===== src/rtl/dac_frame_ctrl.sv =====
// Serial DAC frame sequencer: divides clk into SCLK, generates LRCK and the L/R load
// strobes, and buffers one stereo sample from upstream for the shifter.
module dac_frame_ctrl #(
   parameter int CLK_DIV  = 32,
   parameter int SLOT_LEN = 16,
   parameter int DATA_W   = 16
) (
   input  logic              clk,
   input  logic              reset,
   input  logic              en,
   input  logic              in_valid,
   output logic              in_ready,
   input  logic [DATA_W-1:0] in_left,
   input  logic [DATA_W-1:0] in_right,
   output logic              SCLK,
   output logic              LRCK,
   output logic              L_start,
   output logic              R_start,
   output logic [DATA_W-1:0] L_data,
   output logic [DATA_W-1:0] R_data,
   output logic              underrun,
   output logic [7:0]        underrun_cnt
);

   localparam int DIV_W = (CLK_DIV > 1) ? $clog2(CLK_DIV) : 1;
   localparam int BIT_W = $clog2(2 * SLOT_LEN);

   localparam logic [DIV_W-1:0] DIV_LAST  = DIV_W'(CLK_DIV - 1);
   localparam logic [BIT_W-1:0] BIT_LAST  = BIT_W'(2 * SLOT_LEN - 1);
   localparam logic [BIT_W-1:0] SLOT_B    = BIT_W'(SLOT_LEN);
   localparam logic [BIT_W-1:0] SLOT_LAST = BIT_W'(SLOT_LEN - 1);

   logic [DIV_W-1:0]  div_cnt;
   logic [BIT_W-1:0]  bit_cnt;
   logic [BIT_W-1:0]  bit_nxt;
   logic              pend_valid;
   logic [DATA_W-1:0] pend_left;
   logic [DATA_W-1:0] pend_right;
   logic              load_due;

   // Handshake: a sample transfers on any clk where in_valid && in_ready. in_ready is
   // purely a function of the registered pend_valid, so it never depends on in_valid.
   assign in_ready = !pend_valid;

   always_comb begin
      bit_nxt = (bit_cnt == BIT_LAST) ? '0 : bit_cnt + 1'b1;
   end

   always_ff @(posedge clk or posedge reset) begin
      if (reset) begin
         div_cnt      <= '0;
         bit_cnt      <= BIT_LAST;
         SCLK         <= 1'b0;
         LRCK         <= 1'b1;
         L_start      <= 1'b0;
         R_start      <= 1'b0;
         L_data       <= '0;
         R_data       <= '0;
         underrun     <= 1'b0;
         underrun_cnt <= '0;
         pend_valid   <= 1'b0;
         pend_left    <= '0;
         pend_right   <= '0;
         load_due     <= 1'b0;
      end else begin
         underrun <= 1'b0;
         load_due <= 1'b0;

         if (in_valid && !pend_valid) begin
            pend_left  <= in_left;
            pend_right <= in_right;
            pend_valid <= 1'b1;
         end

         // Frame load runs the clk after the rise event that raised L_start; an accept
         // cannot coincide with a consume because in_ready is low while pend_valid is set.
         if (load_due) begin
            if (pend_valid) begin
               L_data     <= pend_left;
               R_data     <= pend_right;
               pend_valid <= 1'b0;
            end else begin
               underrun <= 1'b1;
               if (underrun_cnt != 8'hFF) underrun_cnt <= underrun_cnt + 8'd1;
            end
         end

         if (!en) begin
            div_cnt <= '0;
            bit_cnt <= BIT_LAST;
            SCLK    <= 1'b0;
            LRCK    <= 1'b1;
            L_start <= 1'b0;
            R_start <= 1'b0;
         end else if (div_cnt == DIV_LAST) begin
            div_cnt <= '0;
            SCLK    <= !SCLK;
            if (!SCLK) begin
               // Strobes only move on rises, so each straddles exactly one falling edge.
               L_start  <= (bit_cnt == BIT_LAST);
               R_start  <= (bit_cnt == SLOT_LAST);
               load_due <= (bit_cnt == BIT_LAST);
            end else begin
               bit_cnt <= bit_nxt;
               LRCK    <= (bit_nxt >= SLOT_B);
            end
         end else begin
            div_cnt <= div_cnt + 1'b1;
         end
      end
   end

endmodule

===== config.mk =====
export PLATFORM = sky130hd
export DESIGN_NAME = dac_frame_ctrl
export DESIGN_NICKNAME = d
export VERILOG_FILES = /design/src/rtl/dac_frame_ctrl.sv
export SDC_FILE = /design/constraint.sdc
export NUM_CORES = 1
export LEC_CHECK = 0
export BUFFER_PORTS_ARGS = -buffer_cell sky130_fd_sc_hd__buf_2
export CAP_MARGIN = 20
export CORE_MARGIN = 2
export CORE_UTILIZATION = 50
export DETAILED_ROUTE_END_ITERATION = 12
export PLACE_DENSITY_LB_ADDON = 0.1
export SLEW_MARGIN = 20
export SYNTH_ARGS = -nofsm -noshare
export SYNTH_HDL_FRONTEND = slang
export SYNTH_SLANG_ARGS = --single-unit

===== constraint.sdc =====
create_clock -name clk -period 5.5 [get_ports clk]
set_input_delay 0.55 -clock clk [delete_from_list [all_inputs] [get_ports clk]]
set_output_delay 0.55 -clock clk [all_outputs]
set_load 0.05 [all_outputs]

Yosys cells after proc, flatten, opt, wreduce, memory -nomap -nowiden
Cells that the tools add are included.
- reductions and logical operators: 7
- $lt $le $gt $ge: 1
- add/sub/neg operators: 3
- multiplexer cells: 25
- equal/unequal tests: 7
- bitwise operators: 1
- operators with widths (cell ; count):
    $mux W5 ; 6
    $mux W1 ; 19
    $add A5 B1 Y5 const B ; 2
    $eq A5 B5 Y1 const B ; 2
    $add A8 B1 Y8 const B ; 1
    $ne A8 B8 Y1 const B ; 1
    $reduce_and A2 Y1 ; 3
    $eq A5 B4 Y1 const B ; 1
    $ge A5 B5 Y1 const B ; 1
    $ne A2 B1 Y1 const B ; 2
    $reduce_and A3 Y1 ; 1
    $logic_not A1 Y1 ; 2
    $ne A2 B2 Y1 const B ; 1
    $logic_and A1 B1 Y1 ; 1
    $not A1 Y1 ; 1
- bits of input ports: 36
- bits in registers: 89
- output and inout bits: 46

Depth between registers and ports, before layout
- depth after elaboration: 6
- mapped depth: 6
- depth with buffers taken out: 6

Worst setup path after synthesis
Ideal clock, no wire load.
- path kind: reg-to-reg
- start: register underrun_cnt[0]
- end: register underrun_cnt[1]
- library setup time: 125 ps
- cell stages (with the launch flop): 5
- arrival: 1736 ps
- setup slack: 3639 ps
- required time: 5375 ps
- path through: dfrtp_1 ha_1 clkbuf_1 a41o_1 mux2_4
- cells in the longest elaborated chain, start to end: 2
- RTL lines (what ; line ; RTL):
    start, declared ; 22 ; output logic [7:0] underrun_cnt
    start signal, assigned ; 84 ; if (underrun_cnt != 8'hFF) underrun_cnt <= underrun_cnt + 8'd1;
    parallel branches: the longest is 2 deep, another holds $add A8 B1 Y8 ; n/a ;
Several ways; the timed one is not identified.
A chain may end at the register's enable or synchronous reset.

Worst setup path after layout
- start: register pend_valid
- end: register pend_left[4]
- cells in the longest elaborated chain, start to end: 2
- RTL lines (what ; line ; RTL):
    start, declared ; 36 ; logic pend_valid;
    start signal, assigned ; 61 ; pend_valid <= 1'b0;
    start signal, assigned ; 72 ; pend_valid <= 1'b1;
    start signal, assigned ; 81 ; pend_valid <= 1'b0;
    $logic_not A1 Y1 ; 69 ; if (in_valid && !pend_valid) begin
    $logic_and A1 B1 Y1 ; 69 ;
    end signal, assigned ; 70 ; pend_left <= in_left;
    end, declared ; 37 ; logic [DATA_W-1:0] pend_left;
Every way passes these cells.

==> results.toml <==
[sta]
finalCriticalPeriod_ns = 1.812
setup_tns_ns = 0
setup_ws_post_layout_ns = 3.688
final_hold_viol_count = 0
final.hold.worst_slack_ns = 0.3848
timing_worst_slew_pin_value_ns = 0.9800
final.period_utilization_pct = 32.95
timing.clock.skew_ns = 0.009821
setup_violations = 0
maxSlewHeadroom_pct = 34.53
max_clock_freq_mhz = 551.9
final-max-slew-violation-count = 0
grt_setup_unrepaired = "no"

[floorplan]
die_w_um = 88.38
design.die.area_mm2 = 0.007810
initial_util_pct = 52.11
dieHeight_um = 88.38
fp.coreArea_mm2 = 0.006832
io-pin-count = 82
num_rows = 30

[placed_design]
gpl.final_weighted_congestion = 0.7652
placed_area_mm2 = 0.004054
pre_cts_ws_ns = 3.490
dp.final_hpwl_um = 4175
place.port_buffers = 81

[layout]
post-route-cell-area_mm2 = 0.004259
nets = 369
post_route_cells_drive_above_1_share_pct = 53.17
area_growth_from_synthesis_to_layout_pct = 19.65
antennaDiodeCount = 0

[pwr]
power_per_cell_area_mw_per_mm2 = 272.2
design_power_total_w = 0.001159
vdd.ir_drop.worst_v = 0.0001599
leakagePower_nw = 2.299

[synthesis]
async_flop_share_pct = 100.0
number_of_enable_flip_flop_cells_after_synthesis = 0
part_of_the_yosys_area_used_for_sequential_elements_pct = 62.04
mappedNetlistArea_mm2 = 0.003560
synth_nets = 284
synthDistinctLibCells = 39
avgSynthCellArea_um2 = 14.77
ys_warn_count = 0
ys_ff_latch = 88
most_used_flip_flop_cell_after_synthesis = "sky130_fd_sc_hd__dfrtp_1"
gate_count_post_synth = 241

[clock_network]
post_cts_hold_buffer_count = 0
cts_max_level = 3
cts_setup_buffers = 0
cts_num_sinks = 88
cts_buffer_depth = 2
worst_setup_hold_path_clk_slew_ns = 0.09
clock_latency_reported_for_the_late_side_of_the_worst_skew_pair_ns = 0.36
cts_resized = 0
tritoncts.num_buffers = 9
cts_root_buffer = "sky130_fd_sc_hd__clkbuf_8"
cts_tree = "done"

[worst_setup_path]
cp-end-kind = "flip-flop"
critical_path.startpoint_type = "flip-flop"
worst-path-max-fanout = 33
data_arrival_at_the_endpoint_of_the_critical_path_ns = 2.06
worst-endpoint-required_ns = 5.75
timing.setup.critical_path_class = "flip-flop to flip-flop"

[hold_path]
worstHoldPathType = "input pin to asynchronous set/reset pin"

[flow_run]
timing.max_cap.violations = 0

[drt]
drtPass1Iterations = 4
detail_route.drc_violations = 0
postRouteAntennaNets = 0
drt-initial-drc-count = 71
totalWireLength_um = 6214
drt-wirelength-per-cell_um = 14.55
vias_per_cell = 5.159
num_vias = 2203

[global_route]
globalRouteOverflowTotal = 0
antenna_found_initial = 0
grt_max_degree = 89
first_pass_grt_wire_length_um = 10250
grt_util_all_layers_pct = 17.48
vias_in_the_first_global_route = 2117

[outcome]
status = "completed"
-- power by group --
group          total (W)  switching (W)  internal (W)
sequential      0.000667     0.00000669      0.000660
combinational  0.0000409      0.0000205     0.0000204
clock           0.000452       0.000238      0.000214
-- cells in the mapped netlist, drive strengths merged (2+ instances only) --
cell type | number | share of area (%)
a41oi | 2 | 0.49
nand2 | 8 | 0.84
dfrtp | 83 | 58
xor2 | 2 | 0.49
nor2b | 5 | 0.88
dfstp | 5 | 3.7
mux2i | 2 | 0.56
buf | 7 | 1.3
nor2 | 6 | 0.63
ha | 7 | 2.5
and3 | 2 | 0.35
clkbuf | 2 | 0.21
inv | 6 | 0.63
o21ai | 2 | 0.28
mux2 | 66 | 21
a31oi | 3 | 0.53
o311ai | 2 | 0.49
o211ai | 2 | 0.42
a21oi | 4 | 0.56
and4 | 2 | 0.56
and2 | 2 | 0.35
xnor2 | 2 | 0.49
nand2b | 4 | 0.91
nand3 | 5 | 0.70
-- path summary, 6_finish.rpt --
| path | cells past startpoint | to | slack [ns] | start |
|---|---|---|---|---|
| max | 2 | pend_left[4] | 3.69 | pend_valid |
| min | 3 | pend_right[1] | 0.38 | reset |
| max reg2reg | 2 | pend_left[4] | 3.69 | pend_valid |
| min reg2reg | 1 | div_cnt[0] | 0.46 | div_cnt[0] |
| max in group asynchronous | 3 | underrun_cnt[4] | 4.59 | reset |
| min in group clk | 2 | pend_right[6] | 0.41 | in_right[6] |
-- metrics by stage --
stage / util, % / cells
CTS: 62.29 / 427
global route: 62.34 / 427
global placement: 59.34 / 411
finish: 62.34 / 427
detailed placement: 59.34 / 411
floorplan: - / 241
-- critical path, cell delays in order, from the launching register on --
cell and delay [ns]:
sky130_fd_sc_hd__dfrtp_1 0.47, sky130_fd_sc_hd__nor2b_4 0.79, sky130_fd_sc_hd__mux2_2 0.42
-- logic make-up after synthesis --
logic type / count (synthesis) / share of synthesized area [%]
compound gates: 20 / 4.464
xor+xnor: 4 / 0.9844
buf+inv: 15 / 2.179
mux: 68 / 21.55
simple gates: 39 / 6.327
flops: 88 / 62.04
fa+ha+maj: 7 / 2.460
-- metal layers --
layer	routed length (um)	track usage, %
met1	2724	22.35
met2	3054	28.16
met3	299	3.451
met4	136	9.504
met5	0	0
-- sequential cells by signal, indices dropped and copies added (netlist names) --
name          flops
SCLK              1
bit_cnt           4
underrun_cnt      8
pend_left        16
pend_right       16
LRCK              1
L_data           16
R_data           16
L_start           1
R_start           1
pend_valid        1
div_cnt           5
underrun          1
load_due          1
-- placed cells by master (no fill, tap or decap), types with 2 or more instances in the layout --
cell                       count
sky130_fd_sc_hd__a21oi_1       4
sky130_fd_sc_hd__a31oi_1       3
sky130_fd_sc_hd__a41oi_1       2
sky130_fd_sc_hd__and2_1        2
sky130_fd_sc_hd__and3_1        2
sky130_fd_sc_hd__buf_2        81
sky130_fd_sc_hd__clkbuf_8      9
sky130_fd_sc_hd__clkinv_2      2
sky130_fd_sc_hd__clkinv_4      2
sky130_fd_sc_hd__dfrtp_1      83
sky130_fd_sc_hd__dfstp_2       5
sky130_fd_sc_hd__ha_1          7
sky130_fd_sc_hd__inv_1         5
sky130_fd_sc_hd__inv_6         2
sky130_fd_sc_hd__mux2_2       65
sky130_fd_sc_hd__mux2i_1       2
sky130_fd_sc_hd__nand2_1       8
sky130_fd_sc_hd__nand2b_1      3
sky130_fd_sc_hd__nand3_1       5
sky130_fd_sc_hd__nor2_1        6
sky130_fd_sc_hd__nor2b_1       4
sky130_fd_sc_hd__o211ai_1      2
sky130_fd_sc_hd__o21ai_0       2
sky130_fd_sc_hd__xnor2_1       2
sky130_fd_sc_hd__xor2_1        2
-- area by class of cell --
type	count	area, um^2
Fill cell	543	2572
Multi-Input combinational cell	138	1281
Clock inverter	7	77.57
Inverter	6	23.77
Clock buffer	9	123.9
Sequential cell	88	2208
Timing Repair Buffer	83	424.2
Tap cell	96	120.1
Note: power is estimated with default switching activity, not from simulation.
